$ cat config.mk
export PLATFORM = sky130hd
export DESIGN_NAME = scan_mux_flat
export DESIGN_NICKNAME = d
export VERILOG_FILES = /design/src/rtl/scan_mux_if.sv /design/src/rtl/scan_mux.sv /design/src/flat_wrapper.sv
export SDC_FILE = /design/constraint.sdc
export NUM_CORES = 1
export LEC_CHECK = 0
export ABC_AREA = 1
export BUFFER_PORTS_ARGS = -buffer_cell sky130_fd_sc_hd__buf_4
export CORE_UTILIZATION = 52
export CTS_BUF_LIST = sky130_fd_sc_hd__clkbuf_8
export DETAILED_ROUTE_END_ITERATION = 16
export PLACE_DENSITY = 0.85
export SYNTH_ARGS = -nofsm -noshare
export SYNTH_HDL_FRONTEND = slang
export SYNTH_SLANG_ARGS = --single-unit
$ cat constraint.sdc
create_clock -name clk -period 3.29 [get_ports clk]
set_input_delay 0.658 -clock clk [delete_from_list [all_inputs] [get_ports clk]]
set_output_delay 0.658 -clock clk [all_outputs]
set_load 0.01 [all_outputs]
$ cat src/rtl/scan_mux_if.sv
// Bundle of scan_mux control inputs and display-path outputs.
// Latency: none (wires only).
// Backpressure: none; outputs are refreshed every clock.
interface scan_mux_if #(
  parameter int NUM_CH = 6,
  parameter int DATA_W = 4,
  parameter int SEL_W  = 3
);
  logic                     auto_en;
  logic [SEL_W-1:0]         man_sel;
  logic [NUM_CH-1:0]        ch_en;
  logic [NUM_CH*DATA_W-1:0] data_in;
  logic [DATA_W-1:0]        data_out;
  logic [NUM_CH-1:0]        ch_onehot;
  logic [SEL_W-1:0]         cur_sel;
  logic                     tick_out;

  // Controller side: drives mode, select, enables and channel values.
  modport master (
    output auto_en, man_sel, ch_en, data_in,
    input  data_out, ch_onehot, cur_sel, tick_out
  );

  // Multiplexer side.
  modport slave (
    input  auto_en, man_sel, ch_en, data_in,
    output data_out, ch_onehot, cur_sel, tick_out
  );
endinterface

$ cat src/rtl/scan_mux.sv
// Registered N:1 channel mux with prescaled auto-scan over enabled channels or manual select.
// Latency: 1 clock from any input change to data_out/ch_onehot/cur_sel; tick_out decodes the prescaler register.
// Backpressure: none; a new selection is registered every clock.
module scan_mux #(
  parameter int NUM_CH = 6,
  parameter int DATA_W = 4,
  parameter int SEL_W  = 3,
  parameter int DIV    = 50000
) (
  input logic       clk,
  input logic       rst,
  scan_mux_if.slave bus
);
  // Channel slots are padded out to the full select range, so an index past
  // NUM_CH reads a zero enable and naturally falls into the blank case.
  localparam int NSLOT = 2 ** SEL_W;
  localparam int PW    = $clog2(DIV);

  if (NSLOT < NUM_CH) begin : g_bad_sel_w
    $error("scan_mux: SEL_W too narrow for NUM_CH");
  end

  logic [PW-1:0]     presc;
  logic              tick;
  logic [NSLOT-1:0]  en_ext;
  logic [DATA_W-1:0] ch_val [NSLOT];
  logic [SEL_W-1:0]  cand;
  logic [SEL_W-1:0]  scan_nxt;
  logic [SEL_W-1:0]  nsel;
  logic              blank;
  logic [NSLOT-1:0]  oh_ext;
  logic [SEL_W-1:0]  cur_sel_q;
  logic [DATA_W-1:0] dout_q;
  logic [NUM_CH-1:0] oh_q;

  for (genvar g = 0; g < NSLOT; g++) begin : g_slot
    if (g < NUM_CH) begin : g_real
      assign en_ext[g] = bus.ch_en[g];
      assign ch_val[g] = bus.data_in[g*DATA_W +: DATA_W];
    end else begin : g_pad
      assign en_ext[g] = 1'b0;
      assign ch_val[g] = '0;
    end
  end

  assign tick = (presc == PW'(DIV - 1));

  // Free-running scan prescaler; independent of mode, cleared only by reset.
  always_ff @(posedge clk) begin
    if (rst) begin
      presc <= '0;
    end else if (tick) begin
      presc <= '0;
    end else begin
      presc <= presc + 1'b1;
    end
  end

  // Ring search for the next enabled channel after cur_sel; walking from the
  // farthest candidate down lets the nearest one win, and cur_sel itself is
  // the last resort. Nothing enabled leaves the default (hold).
  always_comb begin
    scan_nxt = cur_sel_q;
    cand     = '0;
    for (int k = NUM_CH; k >= 1; k--) begin
      cand = SEL_W'((int'(cur_sel_q) + k) % NUM_CH);
      if (en_ext[cand]) begin
        scan_nxt = cand;
      end
    end
  end

  // Select the channel for this edge and decide whether it is blanked.
  always_comb begin
    if (!bus.auto_en) begin
      nsel = bus.man_sel;
    end else if (tick) begin
      nsel = scan_nxt;
    end else begin
      nsel = cur_sel_q;
    end
    blank  = !en_ext[nsel];
    oh_ext = {{(NSLOT-1){1'b0}}, 1'b1} << nsel;
  end

  // Output registers: selected index, value and strobe, zeroed when blank.
  always_ff @(posedge clk) begin
    if (rst) begin
      cur_sel_q <= '0;
      dout_q    <= '0;
      oh_q      <= '0;
    end else begin
      cur_sel_q <= nsel;
      if (blank) begin
        dout_q <= '0;
        oh_q   <= '0;
      end else begin
        dout_q <= ch_val[nsel];
        oh_q   <= oh_ext[NUM_CH-1:0];
      end
    end
  end

  assign bus.cur_sel   = cur_sel_q;
  assign bus.data_out  = dout_q;
  assign bus.ch_onehot = oh_q;
  assign bus.tick_out  = tick;
endmodule

$ cat src/flat_wrapper.sv
// flat-port wrapper written by rule: the top's interface ports become plain ports
module scan_mux_flat 
#(
  parameter int NUM_CH = 6,
  parameter int DATA_W = 4,
  parameter int SEL_W  = 3,
  parameter int DIV    = 50000
)
  (clk, rst, bus_auto_en, bus_man_sel, bus_ch_en, bus_data_in, bus_data_out, bus_ch_onehot, bus_cur_sel, bus_tick_out);
  scan_mux_if #(.NUM_CH(NUM_CH), .DATA_W(DATA_W), .SEL_W(SEL_W)) bus_i ();
  input logic clk;
  input logic rst;
  input wire logic [$bits(bus_i.auto_en)-1:0] bus_auto_en;
  input wire logic [$bits(bus_i.man_sel)-1:0] bus_man_sel;
  input wire logic [$bits(bus_i.ch_en)-1:0] bus_ch_en;
  input wire logic [$bits(bus_i.data_in)-1:0] bus_data_in;
  output wire logic [$bits(bus_i.data_out)-1:0] bus_data_out;
  output wire logic [$bits(bus_i.ch_onehot)-1:0] bus_ch_onehot;
  output wire logic [$bits(bus_i.cur_sel)-1:0] bus_cur_sel;
  output wire logic [$bits(bus_i.tick_out)-1:0] bus_tick_out;
  assign bus_i.auto_en = bus_auto_en;
  assign bus_i.man_sel = bus_man_sel;
  assign bus_i.ch_en = bus_ch_en;
  assign bus_i.data_in = bus_data_in;
  assign bus_data_out = bus_i.data_out;
  assign bus_ch_onehot = bus_i.ch_onehot;
  assign bus_cur_sel = bus_i.cur_sel;
  assign bus_tick_out = bus_i.tick_out;
  scan_mux #(.NUM_CH(NUM_CH), .DATA_W(DATA_W), .SEL_W(SEL_W), .DIV(DIV)) u_core (.clk(clk), .rst(rst), .bus(bus_i));
endmodule
==> results of run 1 <==
state kept, by name (all words and copies together), names as in the netlist:
signal / count
u_core.bus.ch_onehot: 6
u_core.presc: 16
u_core.bus.data_out: 4
u_core.bus.cur_sel: 3
through the flow:
stage               hold slack (ns)  setup TNS [ns]  std cells  power [uW]
finish                        0.453               0        577        1350
global route                  0.485          -0.707        577        1420
global placement              0.432               0        551         789
floorplan                     0.418               0        428         685
detailed placement            0.447        -0.00569        551         801
CTS                           0.457               0        559        1230
how the worst min path moves through the flow:
stage	from	end	slack [ns]
4_1_cts	u_core.presc[0]	u_core.presc[0]	0.46
3_3_place_gp	u_core.presc[0]	u_core.presc[0]	0.43
5_1_grt	u_core.presc[0]	u_core.presc[0]	0.49
3_5_place_dp	u_core.presc[0]	u_core.presc[0]	0.45
2_1_floorplan	u_core.presc[0]	u_core.presc[0]	0.42
6_report	u_core.presc[0]	u_core.presc[0]	0.45
synth_stat cells (2+ instances only):
master / count / share of area, %
sky130_fd_sc_hd__a21oi_1: 16 / 3.1
sky130_fd_sc_hd__nand2_2: 19 / 4.6
sky130_fd_sc_hd__nand3_2: 6 / 2.3
sky130_fd_sc_hd__buf_4: 2 / 0.58
sky130_fd_sc_hd__xor2_1: 5 / 1.7
sky130_fd_sc_hd__a21oi_4: 2 / 1.2
sky130_fd_sc_hd__nor4_1: 4 / 0.96
sky130_fd_sc_hd__nor2_1: 38 / 5.5
sky130_fd_sc_hd__nand2_1: 148 / 21
sky130_fd_sc_hd__inv_1: 52 / 7.5
sky130_fd_sc_hd__o21a_1: 2 / 0.58
sky130_fd_sc_hd__nand3b_1: 3 / 0.86
sky130_fd_sc_hd__buf_2: 3 / 0.58
sky130_fd_sc_hd__dfxtp_1: 29 / 22
sky130_fd_sc_hd__ha_1: 15 / 7.2
sky130_fd_sc_hd__nor3_1: 8 / 1.5
sky130_fd_sc_hd__nand4_1: 7 / 1.7
sky130_fd_sc_hd__inv_2: 4 / 0.58
sky130_fd_sc_hd__nand3_1: 37 / 7.1
sky130_fd_sc_hd__o21ai_0: 14 / 2.7
power groups by stage:
stage	sequential [uW]	clock [uW]	combinational, uW
3_3_place_gp	379	0	410
5_1_grt	374	454	592
4_1_cts	371	438	424
2_1_floorplan	384	0	300
6_report	373	433	543
3_5_place_dp	379	0	422
layer usage:
layer | vias to the layer above | part of all wire, % | global-route usage, %
li1 | 1517 | - | -
met1 | 1448 | 40 | 31.7
met2 | 124 | 51 | 44.9
met3 | 25 | 6.5 | 2.90
met4 | 0 | 2.3 | 7.84
met5 | - | 0 | 0
timing repair:
item | 4_1_cts | 5_1_grt
hold endpoints to repair | 0 | 0
pin swaps | 0 | 40
buffers inserted | 0 | 15
cloned | 0 | 3
hold buffers | 0 | 0
setup endpoints to repair | 2 | 10
gates resized for setup | 2 | 67
final cells by class:
class | instances | area (um^2)
clock buffer | 5 | 68.8
clock inverter | 3 | 65.1
inverter | 56 | 220
sequential | 29 | 592
fill | 339 | 1120
multi-input combinational | 337 | 2000
tap | 67 | 83.8
timing repair buffer | 80 | 642
cells by family after synthesis:
logic type	count (synthesis)	share of synthesized area, %
xor+xnor	5	1.68
buf+inv	64	10.5
fa+ha+maj	15	7.19
flops	29	22.2
compound gates	39	9.25
simple gates	276	49.1
==> qor.txt, run 1 <==
CLOCK TREE
-------------------------------------------------------------------------------------------
CTS HTree Levels                                                                          2
Clock sink count                                                                         29
Clock buffer depth                                                                        2
CTS root buf                                                                   sky130_fd_sc_hd__clkbuf_8
Clock latency reported for the late side of the worst-skew pair                     0.28 ns
TritonCTS clock tree                                                                  built
TritonCTS buffer count                                                                    5
CTS clock-pin slew for the worst setup and hold paths                               0.07 ns

LOGIC SYNTHESIS
-------------------------------------------------------------------------------------------
Count of flip-flops with a built-in enable after synthesis                                0
Post-Synthesis Cell Area                                                          2610 um^2
FFs w/ async S/R, synth                                                                  0%
Yosys warning total                                                                       0
Register bit count reported by yosys                                                     29
Main flop type after synthesis                                                 sky130_fd_sc_hd__dfxtp_1
Avg Cell Area, Syn                                                                6.10 um^2
Net count after synthesis                                                               479
Number of distinct library cells after synthesis                                         34
Number of instances in the synthesized netlist                                          428
Post-synthesis sequential area ratio                                                  22.2%

MIN PATH
-------------------------------------------------------------------------------------------
Cells on Worst Hold Path                                                                  1
Hold crit path type                                                            register to register

PLACE
-------------------------------------------------------------------------------------------
Global placer's final weighted congestion                                             0.912
Post-place setup slack                                                          -0.00569 ns
Cell area after placement                                                         3110 um^2
Half-perimeter wire length after detailed placement                                 5.34 mm
Port bufs                                                                                49

DRT
-------------------------------------------------------------------------------------------
Wire per inst                                                                       13.5 um
Number of design-rule violations left by the first detailed-router iteration            270
Overall via count from detail_route                                                   3,114
Total iterations of the first detailed-routing run                                        5
Routed Wire Length                                                                  7.78 mm
Drt drc                                                                                   0
Number of nets still failing antenna checks after routing                                 0
Ratio of routed vias to standard cells                                                 5.40

WORST SETUP PATH
-------------------------------------------------------------------------------------------
Kind of critical path                                                          register to register
Launching instance or port of the critical path                                u_core.bus.cur_sel[1]
R2r setup slk                                                                       0.11 ns
Endpoint required time on the critical path                                         3.51 ns
Critical path data arrival time                                                     3.40 ns
Kind of start point of the critical path                                           register
Crit Reg-Reg Endpoint                                                          u_core.bus.data_out[0]
Source of the worst register-to-register timing path                           u_core.bus.cur_sel[1]
CP top delay family                                                            simple AND/OR/NAND/NOR gates
Number of cells on the critical path                                                     28
CP endpoint                                                                    u_core.bus.data_out[0]
Largest incremental delay on the critical path                                      0.42 ns
Kind of end point of the critical path                                             register
Worst Path Buf+Inv                                                                        4
Critical-path cell with the highest stage delay                                sky130_fd_sc_hd__dfxtp_4
Crit path top cell by count                                                    sky130_fd_sc_hd__nand2_1
Number of cells traversed by the worst register-to-register path                         28
Highest fanout seen on the critical path                                                  8

LAYOUT
-------------------------------------------------------------------------------------------
Fraction of layout instances using a drive strength above 1                           35.5%
Count of inserted antenna diode cells                                                     0
Final nets                                                                              560
Area Overhead vs Synth                                                                40.6%
Share of the core filled with cells in the final layout                               76.7%
Highest-count cells in the layout ignoring fill and taps                       sky130_fd_sc_hd__nand2_1 (129), sky130_fd_sc_hd__buf_4 (76), sky130_fd_sc_hd__inv_1 (44)
Most frequent standard cell in the layout excluding fill and tap cells         sky130_fd_sc_hd__nand2_1
Area of all placed cells without fillers                                          3670 um^2

POWER AND IR DROP
-------------------------------------------------------------------------------------------
Clock share of power                                                                  32.1%
Internal power summed over all cells                                                 891 uW
Areal power density over the cells                                              368 nW/um^2
Switching power of the nets                                                          458 uW
Max rail drop VDD                                                                  0.384 mV
Leakage                                                                          0.00182 uW
Switching power as a share of total power                                             33.9%
Share of total power in sequential cells                                              27.6%
Portion of total power attributed to combinational logic                              40.3%

FLOORPLAN
-------------------------------------------------------------------------------------------
Number of placement rows                                                                 25
Area of the die                                                                   5310 um^2
Top Ports                                                                                50
Die height                                                                          72.8 um
Core box area                                                                     4790 um^2
Die extent in x                                                                     72.8 um
Initial Utilization                                                                   54.5%

TIMING
-------------------------------------------------------------------------------------------
F_max                                                                               315 MHz
Final critical path time including I/O delays and setup                             3.18 ns
RSZ-0062 raised after global routing                                                   true
Clk_skew                                                                         0.00705 ns
Measured slew at the worst slew-check pin                                          0.542 ns
Max-slew violation total from the final report                                            0
Count of endpoints failing setup in the final report                                      0
Worst-case headroom to the max-slew limit                                             63.9%
Share of the clock period used by the worst path after layout                         96.5%
Post-route worst setup slack                                                       0.114 ns
Number of hold violations in the final report                                             0

GLOBAL ROUTE
-------------------------------------------------------------------------------------------
GRT Overall Usage                                                                     25.2%
Wire length of the first global-routing pass                                        10.6 mm
Number of antenna violations at the first check in global routing                         0
Number of global-route vias before repair                                             2,609
Remaining Overflow, GRT                                                                   0
Pin count of the biggest net entering global routing                                     20

RUN
-------------------------------------------------------------------------------------------
Maximum Capacitance Violations                                                            0

OUTCOME
-------------------------------------------------------------------------------------------
Status                                                                         finished clean

No activity file was read; power rests on OpenSTA's default activity.
==> inputs of run 2 (changes only) <==
--- a/config.mk
+++ b/config.mk
@@ -5,10 +5,10 @@
 export SDC_FILE = /design/constraint.sdc
 export NUM_CORES = 1
 export LEC_CHECK = 0
-export ABC_AREA = 1
 export BUFFER_PORTS_ARGS = -buffer_cell sky130_fd_sc_hd__buf_4
 export CORE_UTILIZATION = 52
 export CTS_BUF_LIST = sky130_fd_sc_hd__clkbuf_8
+export CTS_CLUSTER_SIZE = 20
 export DETAILED_ROUTE_END_ITERATION = 16
 export PLACE_DENSITY = 0.85
 export SYNTH_ARGS = -nofsm -noshare
==> qor.txt, run 2 <==
LAYOUT
-------------------------------------------------------------------------------------------
Highest-count cells in the layout ignoring fill and taps                       sky130_fd_sc_hd__buf_4 (102), sky130_fd_sc_hd__nor2_1 (32), sky130_fd_sc_hd__dfxtp_1 (26)
Area taken by multi-input logic gates                                             2030 um^2
Area Overhead vs Synth                                                                50.0%
Flip-flop count of the largest register, all copies and words added                      16
Fraction of layout instances using a drive strength above 1                           43.2%
Area of all placed cells without fillers                                          3680 um^2
Register with the most flip-flops                                              u_core.presc
Number of fillers in the final layout                                                   220
Post-route non-filler standard cell count                                               457
Count of inserted antenna diode cells                                                     0
FF+latch area                                                                      592 um^2
Final nets                                                                              455
Most frequent standard cell in the layout excluding fill and tap cells         sky130_fd_sc_hd__buf_4

FLOORPLAN
-------------------------------------------------------------------------------------------
Number of placement rows                                                                 24
Die height                                                                          70.7 um
Initial Utilization                                                                   55.2%
Die extent in x                                                                     70.7 um
Top Ports                                                                                50
Core box area                                                                     4440 um^2
Area of the die                                                                   5000 um^2

MIN PATH
-------------------------------------------------------------------------------------------
Launch instance of the worst min-delay path                                    u_core.presc[0]
Hold endpoint                                                                  u_core.presc[0]
Cells on Worst Hold Path                                                                  1
Hold crit path type                                                            register to register

LOGIC SYNTHESIS
-------------------------------------------------------------------------------------------
Register bit count reported by yosys                                                     29
Library cell occupying the most area in the post-synthesis netlist             sky130_fd_sc_hd__dfxtp_1
Portion of synthesized cell area occupied by the leading cell type                    23.7%
Main flop type after synthesis                                                 sky130_fd_sc_hd__dfxtp_1
Dominant combinational cell family by area after synthesis                     simple AND/OR/NAND/NOR gates
FFs w/ async S/R, synth                                                                  0%
Largest cells by area after synthesis                                          sky130_fd_sc_hd__dfxtp_1 (24%), sky130_fd_sc_hd__ha_1 (7.6%), sky130_fd_sc_hd__mux2i_1 (6.1%), sky130_fd_sc_hd__nor2_1 (5.5%), sky130_fd_sc_hd__a21oi_1 (3.5%)
Yosys warning total                                                                       0
Count of flip-flops with a built-in enable after synthesis                                0
Number of instances in the synthesized netlist                                          298
Fraction of the mapped netlist area in simple logic gates                             25.3%
Number of distinct library cells after synthesis                                         66
Cell with the most instances after synthesis                                   sky130_fd_sc_hd__nor2_1
Post-synthesis sequential area ratio                                                  23.7%
Net count after synthesis                                                               349
Synth Area in Adders                                                                  7.65%
Top cell types by occurrence after synthesis                                   sky130_fd_sc_hd__nor2_1 (36), sky130_fd_sc_hd__dfxtp_1 (29), sky130_fd_sc_hd__nand2_1 (21)
Post-synthesis compound-gate area fraction                                            22.7%
Post-Synthesis Cell Area                                                          2450 um^2
Post-synthesis mux area share                                                         11.2%
Xor/xnor cell area share of the yosys netlist                                         5.66%
Avg Cell Area, Syn                                                                8.23 um^2

TIMING
-------------------------------------------------------------------------------------------
Count of endpoints failing setup in the final report                                     13
F_max                                                                               259 MHz
Clk_skew                                                                         0.00754 ns
Max-slew violation total from the final report                                            0
Summed negative setup slack over all endpoints                                     -4.48 ns
RSZ-0062 raised after global routing                                                   true
Number of hold violations in the final report                                             0
Post-route worst setup slack                                                      -0.577 ns
Share of the clock period used by the worst path after layout                          118%
Final critical path time including I/O delays and setup                             3.87 ns
Measured slew at the worst slew-check pin                                          0.790 ns
Worst-case headroom to the max-slew limit                                             47.4%

CLOCK TREE
-------------------------------------------------------------------------------------------
Clock latency reported for the late side of the worst-skew pair                     0.29 ns
CTS root buf                                                                   sky130_fd_sc_hd__clkbuf_8
CTS HTree Levels                                                                          2
TritonCTS clock tree                                                                  built
Clock sink count                                                                         29
TritonCTS buffer count                                                                    5
Clock buffer depth                                                                        2
# hold bufs at CTS                                                                        0
CTS clock-pin slew for the worst setup and hold paths                               0.07 ns

GLOBAL ROUTE
-------------------------------------------------------------------------------------------
Number of global-route vias before repair                                             2,700
Wire length of the first global-routing pass                                        12.8 mm
GRT Overall Usage                                                                     32.4%
Pin count of the biggest net entering global routing                                     17
Number of antenna violations at the first check in global routing                         0
Remaining Overflow, GRT                                                                   0

DRT
-------------------------------------------------------------------------------------------
Wire per inst                                                                       23.2 um
Number of design-rule violations left by the first detailed-router iteration            376
Number of nets still failing antenna checks after routing                                 0
Overall via count from detail_route                                                   3,215
Drt drc                                                                                   2
Ratio of routed vias to standard cells                                                 7.04
Total iterations of the first detailed-routing run                                       11
Routed Wire Length                                                                  10.6 mm

WORST SETUP PATH
-------------------------------------------------------------------------------------------
Largest incremental delay on the critical path                                      0.49 ns
Crit path top cell by count                                                    sky130_fd_sc_hd__ha_4
Kind of critical path                                                          register to register
Ordered cell list for the critical path                                        ha_4, xnor2_4, ha_4, or4b_4, and3_4, a2111o_1, nand3_2, a211oi_4, or3_4, a31oi_4, buf_6, mux2i_1, mux2_4, o22ai_1
R2r setup slk                                                                      -0.58 ns
Number of cells traversed by the worst register-to-register path                         14
Source of the worst register-to-register timing path                           u_core.bus.cur_sel[1]
Crit Reg-Reg Endpoint                                                          u_core.bus.data_out[3]
Endpoint required time on the critical path                                         3.49 ns
Kind of start point of the critical path                                           register
Critical path data arrival time                                                     4.07 ns
Critical-path cell with the highest stage delay                                sky130_fd_sc_hd__or4b_4
Kind of end point of the critical path                                             register
Highest fanout seen on the critical path                                                  6

OUTCOME
-------------------------------------------------------------------------------------------
Status                                                                         finished, violations left
Failing checks                                                                 DRC, setup timing

POWER AND IR DROP
-------------------------------------------------------------------------------------------
Areal power density over the cells                                              438 nW/um^2
Max rail drop VDD                                                                  0.555 mV
Leakage                                                                          0.00159 uW

PLACE
-------------------------------------------------------------------------------------------
Cell area after placement                                                         3270 um^2
Global placer's final weighted congestion                                             0.967
Dpl cells                                                                               439
Port bufs                                                                                49
Half-perimeter wire length after detailed placement                                 5.52 mm

RUN
-------------------------------------------------------------------------------------------
Maximum Capacitance Violations                                                            0

-- run 2: kinds of logic after synthesis --
kind of cell / Yosys count
AOI/OAI and AO/OA: 78
xor gates and xnor gates: 15
adders and majority gates: 15
buffers and inverters: 20
DFF: 29
muxes: 25
and+or+nand+nor: 116
-- run 2: stage by stage --
stage | utilization [%] | power (uW) | setup WS (ns) | hold slack (ns)
3_5_place_dp | 73.5 | 1080 | -0.483 | 0.442
4_1_cts | 78.0 | 1420 | -0.367 | 0.452
5_1_grt | 82.8 | 1650 | -0.620 | 0.493
6_report | 82.8 | 1610 | -0.577 | 0.486
2_1_floorplan | - | 834 | -0.403 | 0.418
3_3_place_gp | 73.5 | 1060 | -0.376 | 0.433
-- run 2: area by class of cell --
type / count / area share, %
flip-flops and latches: 29 / 16.1
clock inverters: 3 / 0.476
multi-input cells: 249 / 55.2
well taps: 52 / 1.77
inverters: 10 / 1.09
repair buffers: 109 / 23.6
clock buffers: 5 / 1.87
-- run 2: worst max path at each step --
stage	startpoint	to	slack (ns)	cells past startpoint
after detailed placement	u_core.bus.cur_sel[1]	u_core.bus.data_out[0]	-0.48	13
after global placement	u_core.bus.cur_sel[1]	u_core.bus.data_out[1]	-0.38	13
after CTS	u_core.bus.cur_sel[2]	u_core.bus.data_out[0]	-0.37	14
after floorplan	u_core.bus.cur_sel[2]	u_core.bus.data_out[0]	-0.40	15
final	u_core.bus.cur_sel[1]	u_core.bus.data_out[3]	-0.58	14
after global routing	u_core.bus.cur_sel[0]	u_core.bus.data_out[0]	-0.62	15
-- run 2: metal layers --
metal	global-route usage, %	part of all wire [%]
met1	37.1	34
met2	56.4	45
met3	6.98	11
met4	17.6	10
met5	0	0
-- run 2: where the power goes --
group / switching (uW) / total [uW] / internal (uW) / leakage (uW)
sequential: 20.5 / 392 / 372 / 0.000238
combinational: 479 / 917 / 438 / 0.00131
clock: 158 / 304 / 146 / 0.0000439
-- run 2: worst max-delay path, delay by kind of cell (launching register included) --
kind	cells	cell delay, ns
buf+inv	1	0.18
compound gates	4	0.98
fa+ha+maj	2	0.45
mux	2	0.37
simple gates	4	1.21
flops	1	0.39
xor+xnor	1	0.19
-- run 2: what timing repair did --
action,in CTS,in global routing
setup endpoints to repair,11,13
pin swaps,13,17
buffers inserted,3,7
cloned,0,1
gates resized for setup,17,29
==> inputs of run 3 (changes only) <==
--- a/config.mk
+++ b/config.mk
@@ -10,6 +10,7 @@
 export CTS_BUF_LIST = sky130_fd_sc_hd__clkbuf_8
 export CTS_CLUSTER_SIZE = 20
 export DETAILED_ROUTE_END_ITERATION = 16
+export MAX_ROUTING_LAYER = met4
 export PLACE_DENSITY = 0.85
 export SYNTH_ARGS = -nofsm -noshare
 export SYNTH_HDL_FRONTEND = slang
==> qor.txt, run 3 (synthesis results as in run 2) <==
FLOORPLAN
-------------------------------------------------------------------------------------------
Initial Utilization                                                                   55.2%
Die height                                                                          70.7 um
Core box area                                                                     4440 um^2
Area of the die                                                                   5000 um^2
Top Ports                                                                                50
Number of placement rows                                                                 24
Die extent in x                                                                     70.7 um

LAYOUT
-------------------------------------------------------------------------------------------
Fraction of layout instances using a drive strength above 1                           44.8%
Final nets                                                                              454
Flip-flop count of the largest register, all copies and words added                      16
Count of inserted antenna diode cells                                                     0
Most frequent standard cell in the layout excluding fill and tap cells         sky130_fd_sc_hd__buf_4
Post-route non-filler standard cell count                                               456
FF+latch area                                                                      592 um^2
Register with the most flip-flops                                              u_core.presc
Share of the core filled with cells in the final layout                               85.2%
Area Overhead vs Synth                                                                54.3%
Area taken by multi-input logic gates                                             2140 um^2
Highest-count cells in the layout ignoring fill and taps                       sky130_fd_sc_hd__buf_4 (97), sky130_fd_sc_hd__nor2_1 (31), sky130_fd_sc_hd__dfxtp_1 (26)
Number of fillers in the final layout                                                   187

CLOCK TREE
-------------------------------------------------------------------------------------------
TritonCTS clock tree                                                                  built
Clock buffer depth                                                                        2
Clock sink count                                                                         29
CTS clock-pin slew for the worst setup and hold paths                               0.07 ns
CTS HTree Levels                                                                          2
TritonCTS buffer count                                                                    5
# hold bufs at CTS                                                                        0
Clock latency reported for the late side of the worst-skew pair                     0.30 ns
CTS root buf                                                                   sky130_fd_sc_hd__clkbuf_8

DRT
-------------------------------------------------------------------------------------------
Overall via count from detail_route                                                   3,408
Total iterations of the first detailed-routing run                                       13
Ratio of routed vias to standard cells                                                 7.47
Number of nets still failing antenna checks after routing                                 0
Number of design-rule violations left by the first detailed-router iteration            745
Drt drc                                                                                   2
Wire per inst                                                                       27.0 um
Routed Wire Length                                                                  12.3 mm

WORST SETUP PATH
-------------------------------------------------------------------------------------------
Endpoint required time on the critical path                                         3.47 ns
Critical path data arrival time                                                     4.13 ns
R2r setup slk                                                                      -0.66 ns
Highest fanout seen on the critical path                                                  4
Kind of start point of the critical path                                           register
Kind of critical path                                                          register to register
Kind of end point of the critical path                                             register

TIMING
-------------------------------------------------------------------------------------------
Max-slew violation total from the final report                                            0
Post-route worst setup slack                                                      -0.661 ns
Hold slack final                                                                   0.490 ns
Share of the clock period used by the worst path after layout                          120%
Final critical path time including I/O delays and setup                             3.95 ns
Number of hold violations in the final report                                             0
Worst-case headroom to the max-slew limit                                             44.9%
Count of endpoints failing setup in the final report                                     12
Measured slew at the worst slew-check pin                                          0.827 ns
F_max                                                                               253 MHz
Clk_skew                                                                          0.0101 ns
RSZ-0062 raised after global routing                                                   true

POWER AND IR DROP
-------------------------------------------------------------------------------------------
Leakage                                                                          0.00161 uW
Max rail drop VDD                                                                  0.399 mV
Areal power density over the cells                                              446 nW/um^2

GLOBAL ROUTE
-------------------------------------------------------------------------------------------
Wire length of the first global-routing pass                                        16.8 mm
GRT Overall Usage                                                                     45.2%
Number of antenna violations at the first check in global routing                         0
Remaining Overflow, GRT                                                                   0
Number of global-route vias before repair                                             3,235
Pin count of the biggest net entering global routing                                     16

PLACE
-------------------------------------------------------------------------------------------
Global placer's final weighted congestion                                             0.955
Post-place setup slack                                                            -0.458 ns
Port bufs                                                                                49
Half-perimeter wire length after detailed placement                                 5.84 mm
Dpl cells                                                                               441

OUTCOME
-------------------------------------------------------------------------------------------
Status                                                                         finished, violations left
Failing checks                                                                 DRC, setup timing

MIN PATH
-------------------------------------------------------------------------------------------
Hold crit path type                                                            register to register

RUN
-------------------------------------------------------------------------------------------
Maximum Capacitance Violations                                                            0

==> run 3: cell types whose count changed in the layout (fill, tap and decap cells not counted), sizes merged <==
cell	change
clkbuf	-1
clkinvlp	-1
inv	+1
==> run 3: worst paths after layout <==
kind                                            start                      to  depth (start not counted)
worst max-delay path            u_core.bus.cur_sel[2]  u_core.bus.data_out[0]                         15
worst min-delay path                  u_core.presc[0]         u_core.presc[0]                          1
worst min register to register        u_core.presc[0]         u_core.presc[0]                          1
worst max register to register  u_core.bus.cur_sel[2]  u_core.bus.data_out[0]                         15
==> run 3: worst max-delay path, stage by stage (launching register included) <==
cell and delay [ns]:
sky130_fd_sc_hd__dfxtp_4 0.38, sky130_fd_sc_hd__inv_4 0.05, sky130_fd_sc_hd__ha_4 0.15, sky130_fd_sc_hd__a21o_1 0.20, sky130_fd_sc_hd__ha_4 0.23, sky130_fd_sc_hd__or4b_4 0.50
sky130_fd_sc_hd__buf_6 0.15, sky130_fd_sc_hd__a31oi_4 0.19, sky130_fd_sc_hd__a2111o_1 0.19, sky130_fd_sc_hd__nand3_4 0.13, sky130_fd_sc_hd__mux2i_4 0.22, sky130_fd_sc_hd__a2111o_1 0.51
sky130_fd_sc_hd__and4_4 0.22, sky130_fd_sc_hd__a221oi_4 0.36, sky130_fd_sc_hd__o22a_4 0.25, sky130_fd_sc_hd__o22ai_4 0.09
==> run 3: layer usage <==
metal | wire [um] | GRT usage, % | vias to the layer above
li1 | - | - | 1324
met1 | 4030 | 47.2 | 1515
met2 | 5320 | 71.7 | 399
met3 | 1580 | 12.4 | 170
met4 | 1360 | 36.0 | 0
met5 | 0 | - | -
==> run 3: stage by stage <==
| stage | setup TNS (ns) | area, um^2 | power (uW) |
|---|---|---|---|
| floorplan | -3.20 | 2520 | 834 |
| global placement | -2.46 | 3280 | 1070 |
| detailed placement | -3.24 | 3280 | 1100 |
| CTS | -3.23 | 3540 | 1440 |
| global route | -7.26 | 3780 | 1720 |
| finish | -6.39 | 3780 | 1690 |
==> run 3: layout make-up <==
class	count	area share [%]
multi-input combinational	249	56.6
clock inverter	3	0.364
tap	52	1.72
inverter	10	1.06
sequential	29	15.6
timing repair buffer	108	22.8
clock buffer	5	1.82
==> run 3: timing repair <==
item                                    in CTS  in global routing
pin swaps                                   11                 18
resized for setup                           27                 44
buffers inserted                             6                  2
endpoints found under the setup margin      12                 13
==> run 3: where the power goes <==
part	switching, uW	total (uW)	internal [uW]
Clock	149	293	143
Sequential	18.5	391	372
Combinational	541	1010	465
Total	709	1690	980
